===== config.mk =====
export PLATFORM = sky130hd
export DESIGN_NAME = vga_sync_gen
export DESIGN_NICKNAME = d
export VERILOG_FILES = /design/src/rtl/vga_sync_gen.sv
export SDC_FILE = /design/constraint.sdc
export NUM_CORES = 1
export LEC_CHECK = 0
export ABC_AREA = 1
export CAP_MARGIN = 10
export CELL_PAD_IN_SITES_DETAIL_PLACEMENT = 1
export CELL_PAD_IN_SITES_GLOBAL_PLACEMENT = 2
export CORE_MARGIN = 3
export CORE_UTILIZATION = 31
export DETAILED_ROUTE_END_ITERATION = 10
export HOLD_SLACK_MARGIN = 0.08
export PLACE_DENSITY_LB_ADDON = 0.1
export SYNTH_ARGS = -nofsm -noshare
export SYNTH_HDL_FRONTEND = slang
export SYNTH_SLANG_ARGS = --single-unit

===== constraint.sdc =====
create_clock -name clk -period 3.4 [get_ports clk]
set_input_delay 0.85 -clock clk [delete_from_list [all_inputs] [get_ports clk]]
set_output_delay 0.85 -clock clk [all_outputs]
set_load 0.02 [all_outputs]

===== src/rtl/vga_sync_gen.sv =====
// VGA timing generator: pixel-rate divider, horizontal/vertical counters,
// registered sync/window outputs, line/frame strobes and a frame counter.
module vga_sync_gen #(
    parameter int unsigned CLK_DIV     = 4,
    parameter int unsigned H_VISIBLE   = 640,
    parameter int unsigned H_FRONT     = 16,
    parameter int unsigned H_SYNC      = 96,
    parameter int unsigned H_BACK      = 48,
    parameter int unsigned V_VISIBLE   = 480,
    parameter int unsigned V_FRONT     = 10,
    parameter int unsigned V_SYNC      = 2,
    parameter int unsigned V_BACK      = 33,
    parameter logic        SYNC_ACTIVE = 1'b0
) (
    input  logic        clk,
    input  logic        clear,
    output logic        pix_tick,
    output logic [9:0]  h_counter,
    output logic [9:0]  v_counter,
    output logic        hsync,
    output logic        vsync,
    output logic        video_on,
    output logic        line_start,
    output logic        frame_start,
    output logic [15:0] frame_count
);

    localparam int unsigned H_TOTAL  = H_VISIBLE + H_FRONT + H_SYNC + H_BACK;
    localparam int unsigned V_TOTAL  = V_VISIBLE + V_FRONT + V_SYNC + V_BACK;
    localparam int unsigned H_SYNC_S = H_VISIBLE + H_FRONT;
    localparam int unsigned H_SYNC_E = H_VISIBLE + H_FRONT + H_SYNC;
    localparam int unsigned V_SYNC_S = V_VISIBLE + V_FRONT;
    localparam int unsigned V_SYNC_E = V_VISIBLE + V_FRONT + V_SYNC;
    localparam int unsigned DIV_W    = (CLK_DIV > 1) ? $clog2(CLK_DIV) : 1;

    logic [DIV_W-1:0] div_q, div_d;
    logic [9:0]       h_q, h_d;
    logic [9:0]       v_q, v_d;
    logic             hsync_q, hsync_d;
    logic             vsync_q, vsync_d;
    logic             video_q, video_d;
    logic             pix_q;
    logic             line_q, line_d;
    logic             frame_q, frame_d;
    logic [15:0]      frame_count_q;
    logic             advance;
    logic             h_wrap;
    logic             v_wrap;

    // Next-state counters; sync/window outputs are decoded from the values
    // being loaded so they stay aligned with h_counter/v_counter.
    always_comb begin
        advance = (div_q == DIV_W'(CLK_DIV - 1));
        div_d   = advance ? '0 : div_q + 1'b1;
        h_wrap  = (h_q == 10'(H_TOTAL - 1));
        v_wrap  = (v_q == 10'(V_TOTAL - 1));
        h_d     = h_q;
        v_d     = v_q;
        if (advance) begin
            h_d = h_wrap ? '0 : h_q + 1'b1;
            if (h_wrap) begin
                v_d = v_wrap ? '0 : v_q + 1'b1;
            end
        end
        line_d  = advance && h_wrap;
        frame_d = line_d && v_wrap;
        hsync_d = ({1'b0, h_d} >= 11'(H_SYNC_S) && {1'b0, h_d} < 11'(H_SYNC_E))
                  ? SYNC_ACTIVE : ~SYNC_ACTIVE;
        vsync_d = ({1'b0, v_d} >= 11'(V_SYNC_S) && {1'b0, v_d} < 11'(V_SYNC_E))
                  ? SYNC_ACTIVE : ~SYNC_ACTIVE;
        video_d = ({1'b0, h_d} < 11'(H_VISIBLE)) && ({1'b0, v_d} < 11'(V_VISIBLE));
    end

    // State and registered outputs, synchronous clear.
    always_ff @(posedge clk) begin
        if (clear) begin
            div_q         <= '0;
            h_q           <= '0;
            v_q           <= '0;
            hsync_q       <= ~SYNC_ACTIVE;
            vsync_q       <= ~SYNC_ACTIVE;
            video_q       <= 1'b0;
            pix_q         <= 1'b0;
            line_q        <= 1'b0;
            frame_q       <= 1'b0;
            frame_count_q <= '0;
        end else begin
            div_q   <= div_d;
            h_q     <= h_d;
            v_q     <= v_d;
            hsync_q <= hsync_d;
            vsync_q <= vsync_d;
            video_q <= video_d;
            pix_q   <= advance;
            line_q  <= line_d;
            frame_q <= frame_d;
            if (frame_d) begin
                frame_count_q <= frame_count_q + 16'd1;
            end
        end
    end

    assign pix_tick    = pix_q;
    assign h_counter   = h_q;
    assign v_counter   = v_q;
    assign hsync       = hsync_q;
    assign vsync       = vsync_q;
    assign video_on    = video_q;
    assign line_start  = line_q;
    assign frame_start = frame_q;
    assign frame_count = frame_count_q;

endmodule


Word-level counts from Yosys, hierarchy flattened
Index checks and enable logic that the tools add are counted.

operators by class
  add/subtract/negate cells = 4
  multiply operators = 0
  div/mod/pow operators = 0
  order comparisons = 6
  eq/ne operators = 3
  shift operators = 0
  muxes and demuxes = 7
  bitwise logic cells = 0
  reductions and logical operators = 6

operator list
  operator                 number
  $mux W10                 5
  $add A10 B1 Y10 const B  2
  $eq A10 B10 Y1 const B   2
  $lt A10 B10 Y1 const B   2
  $lt A10 B9 Y1 const B    2
  $add A16 B1 Y16 const B  1
  $ge A10 B10 Y1 const B   1
  $ge A10 B9 Y1 const B    1
  $logic_and A1 B1 Y1      5
  $add A2 B1 Y2 const B    1
  $eq A2 B2 Y1 const B     1
  $mux W1                  2
  $reduce_or A2 Y1         1

word-level totals
  bits in registers = 44
  bits in latches = 0
  RAM bits = 0
  bits in read-only memories = 0
  input port bits = 2
  output and inout port bits = 42
  logic and storage cells = 36
  memories = 0

Longest topological paths before layout
  depth after elaboration = 7
  mapped depth = 14
  gate-level depth less buffers = 14

Worst setup path before layout
Ideal clock, no wire load.

  path type = reg-to-reg
  start point = register h_q[0], in the netlist h_counter[0]
  end point = register frame_count_q[8], in the netlist frame_count[8]
  library setup time = 0.116 ns
  data arrival time = 1.665 ns
  required time = 3.284 ns
  path slack = 1.619 ns
  stages on the path, launching flop included = 10
  path buffers = 0
  period minus slack after synthesis = 1.781 ns
  cells stage by stage = dfxtp_1 > ha_1 > nand2_2 > nor2_8 > nand3_4 > nor2_8 > nand3_4 > nor2_4 > nand2_1 > and3_1

between the ends
  word-level cells in the longest chain between the ends = 3

ends and longest elaborated chain
  element                 line  source
  from (decl)             37    logic [9:0] h_q, h_d;
  from (signal assigned)  78    h_q <= '0;
  from (signal assigned)  89    h_q <= h_d;
  $eq A10 B10 Y1          55    h_wrap = (h_q == 10'(H_TOTAL - 1));
  $logic_and A1 B1 Y1     65    line_d = advance && h_wrap;
  $logic_and A1 B1 Y1     66    frame_d = line_d && v_wrap;
  to (signal assigned)    98    frame_count_q <= frame_count_q + 16'd1;
  to (decl)               45    logic [15:0] frame_count_q;

Every way passes these cells.
A chain may end at the register's enable or synchronous reset.

Worst setup path in the final report
  start point = register h_q[6], in the netlist h_counter[6]
  end point = output port h_counter[6]

RTL lines
  element    line  source
  to (decl)  18    output logic [9:0] h_counter,

No word-level cell between the ends.

==> results.cfg <==
[logic_synthesis]
synth_area_um2 = 2380
yosysTopAreaCellShare = 0.370
synth_common_cells = nand2_1, nor2_1, dfxtp_1
synth-edff-count = 0
synth_top_family_by_area = simple AND/OR/NAND/NOR gates
yosys_warnings = 0
synthXorXnorAreaFrac = 0.0331
synth.avg_cell_area_um2 = 6.95
synth_area_leaders = dfxtp_1, nand2_1, nor2_1, inv_1, nand3_1
synth_fa_ha_area_frac = 0.0262
synth_compound_area_frac = 0.0646
yosysMostFrequentCell = nand2_1
synthesis.nets = 350
ys_ff_latch = 44
synthFlopType = dfxtp_1
yosysTopAreaCell = dfxtp_1
yosys.area_share.simple = 0.414
synthMuxAreaShare = 0
synth_cell_types = 35
synth.yosys.seq_area_share = 0.370
netlist_instances = 343
async_flop_share = 0

[floorplan]
core_area_um2 = 7370
die_h_um = 93.7
start_util = 0.323
rows = 31
fp.dieW_um = 93.7
die_area_um2 = 8780
pin_count = 44

[power_and_ir_drop]
ir_drop_uv = 181
power.density_nw_per_um2 = 339
p_leak_nw = 1.22

[clock_network]
clock_sinks = 44
clock_insertion_delay_worst_skew_ps = 290
path_clk_slew_ps = 80
htreeDepth = 2
clock-root-buffer = clkbuf_8
cts_hold_buffers = 0
cts_buffer_depth = 2
cts_tree = built
postCtsResizedCells = 0
post_cts_buffers = 0
cts_buffers = 5

[worst_setup_path]
crit_path_max_fanout = 7
worstSetupStartpoint = h_counter[6]$_SDFF_PP0_
crit_required_ps = 2550
end_kind = output pin
path_class = flop to output pin
crit_path_end = h_counter[6]
slowest_delay_ps = 660
reg2regPathDepth = 9
crit_buf_inv = 1
critPathLaunchType = flop
reg2reg_to = hsync$_SDFF_PP1_
reg2reg_slack_ps = 1330
path_cells = clkdlybuf4s50_1
cpMaxStageDelayCell = clkdlybuf4s50_1
worstSetupPathDepth = 1
r2r-start = div_q[0]$_SDFF_PP0_
crit_arrival_ps = 1440
crit_family = buffers and inverters

[detailed_routing]
dr.pass1.iters = 4
wl_um = 6750
drt-initial-drc-count = 39
wl_per_cell_um = 13.8
vias_per_cell = 4.68
drc = 0
final_antenna_net_count = 0
num_vias = 2291

[timing]
setup_viol = 0
final.min_clock_period_ps = 2290
period_share = 0.675
fmax_mhz = 436
rsz0062_at_grt = false
fin_setup_tns_ps = 0
maxSlewHeadroom = 0.640
finClkSkew_ps = 4.34
worst_pin_slew_ps = 540
drv_slew = 0
hold_violations = 0

[cells_and_area]
area_growth_pct = 28.2
final_nets = 398
drive_gt1_frac = 0.0972
antenna_cells = 0
instances_no_fill = 490

[grt]
grtUsageMet1 = 0.235
grt.overflow.total = 0
antenna_found_initial = 0
track_usage = 0.163
grt_pass1_vias = 2300
grt_pass1_wl_um = 11300
grtUsageMet2 = 0.251
grt_start_max_net_pins = 16
busiest_layer = met2
use_met3 = 0.0288

[hold_path]
hold_path.class = flop to flop

[placement]
port_buffers = 43
dp_hpwl_um = 5380
finalWeightedCongestion = 0.794
dpl.cell_count = 483

[outcome]
status = completed

[run]
maxCapViolCount = 0
## sequential cells by signal, summed over array words and instances (netlist names)
name / cells
frame_count: 16
h_counter: 10
v_counter: 10
div_q: 2
frame_start: 1
hsync: 1
line_start: 1
pix_tick: 1
video_on: 1
vsync: 1
## cells by family after synthesis
kind of cell | after synthesis
adder cells (fa/ha/maj) | 5
flip-flops | 44
AND/OR/NAND/NOR | 202
XOR/XNOR | 9
buffers and inverters | 55
AO/OA/AOI/OAI | 28
## stage by stage
step | hold slack, ps | setup slack [ps] | cell area [um^2] | util | power [mW]
floorplan | 397 | 1620 | 2380 | - | 0.560
global placement | 408 | 911 | 2930 | 0.397 | 0.575
detailed placement | 421 | 858 | 2930 | 0.397 | 0.576
CTS | 434 | 1110 | 3060 | 0.415 | 1.05
global route | 451 | 1010 | 3060 | 0.415 | 1.07
finish | 425 | 1110 | 3060 | 0.415 | 1.04
## final cells by class
class                   instances  area [um^2]
multi-input cells             244         1280
flip-flops and latches         44          881
clock buffers                   5         68.8
inverters                      51          194
repair buffers                 45          445
fillers                       962         4310
clock inverters                 2         60.1
well taps                      99          124
## cells in the final DEF (no fill, tap or decap), types with 2 or more instances in the layout
cell,Yosys,routed
a21oi_1,15,15
xnor2_1,3,3
nor2_4,2,2
inv_2,6,6
xor2_1,6,6
nor2_8,2,2
and3_1,2,2
buf_4,0,2
inv_1,43,43
clkdlybuf4s50_1,0,43
clkbuf_8,1,5
nor2_2,4,4
dfxtp_1,44,44
nand3_2,3,3
o21ai_0,7,7
nor2_1,49,49
nand4_1,10,10
nor3_1,11,11
nand2_2,5,5
ha_1,5,5
o21bai_1,2,2
nand2_1,81,81
bufinv_16,0,2
nand3_1,26,26
nand3_4,2,2
## metal layers
| layer | wire length [um] | vias up |
|---|---|---|
| met2 | 2950 | 33 |
| met4 | 70 | 0 |
| met3 | 183 | 5 |
| li1 | - | 1186 |
| met5 | 0 | - |
| met1 | 3550 | 1067 |
## worst min path at each step
stage | slack, ps | to | depth (start not counted) | start
after detailed placement | 420 | div_q[0]$_SDFF_PP0_ | 1 | div_q[0]$_SDFF_PP0_
final | 420 | div_q[0]$_SDFF_PP0_ | 1 | div_q[0]$_SDFF_PP0_
after global routing | 450 | div_q[0]$_SDFF_PP0_ | 1 | div_q[0]$_SDFF_PP0_
after CTS | 430 | div_q[0]$_SDFF_PP0_ | 1 | div_q[0]$_SDFF_PP0_
after global placement | 410 | div_q[0]$_SDFF_PP0_ | 1 | div_q[0]$_SDFF_PP0_
after floorplan | 400 | div_q[0]$_SDFF_PP0_ | 1 | div_q[0]$_SDFF_PP0_
## power by group
part | switching [mW] | leakage, nW | total (mW) | internal, mW
clock network | 0.184 | 0.0642 | 0.473 | 0.289
logic | 0.0237 | 0.798 | 0.0371 | 0.0135
registers | 0.00438 | 0.355 | 0.525 | 0.521
Note: power is estimated with default switching activity, not from simulation.
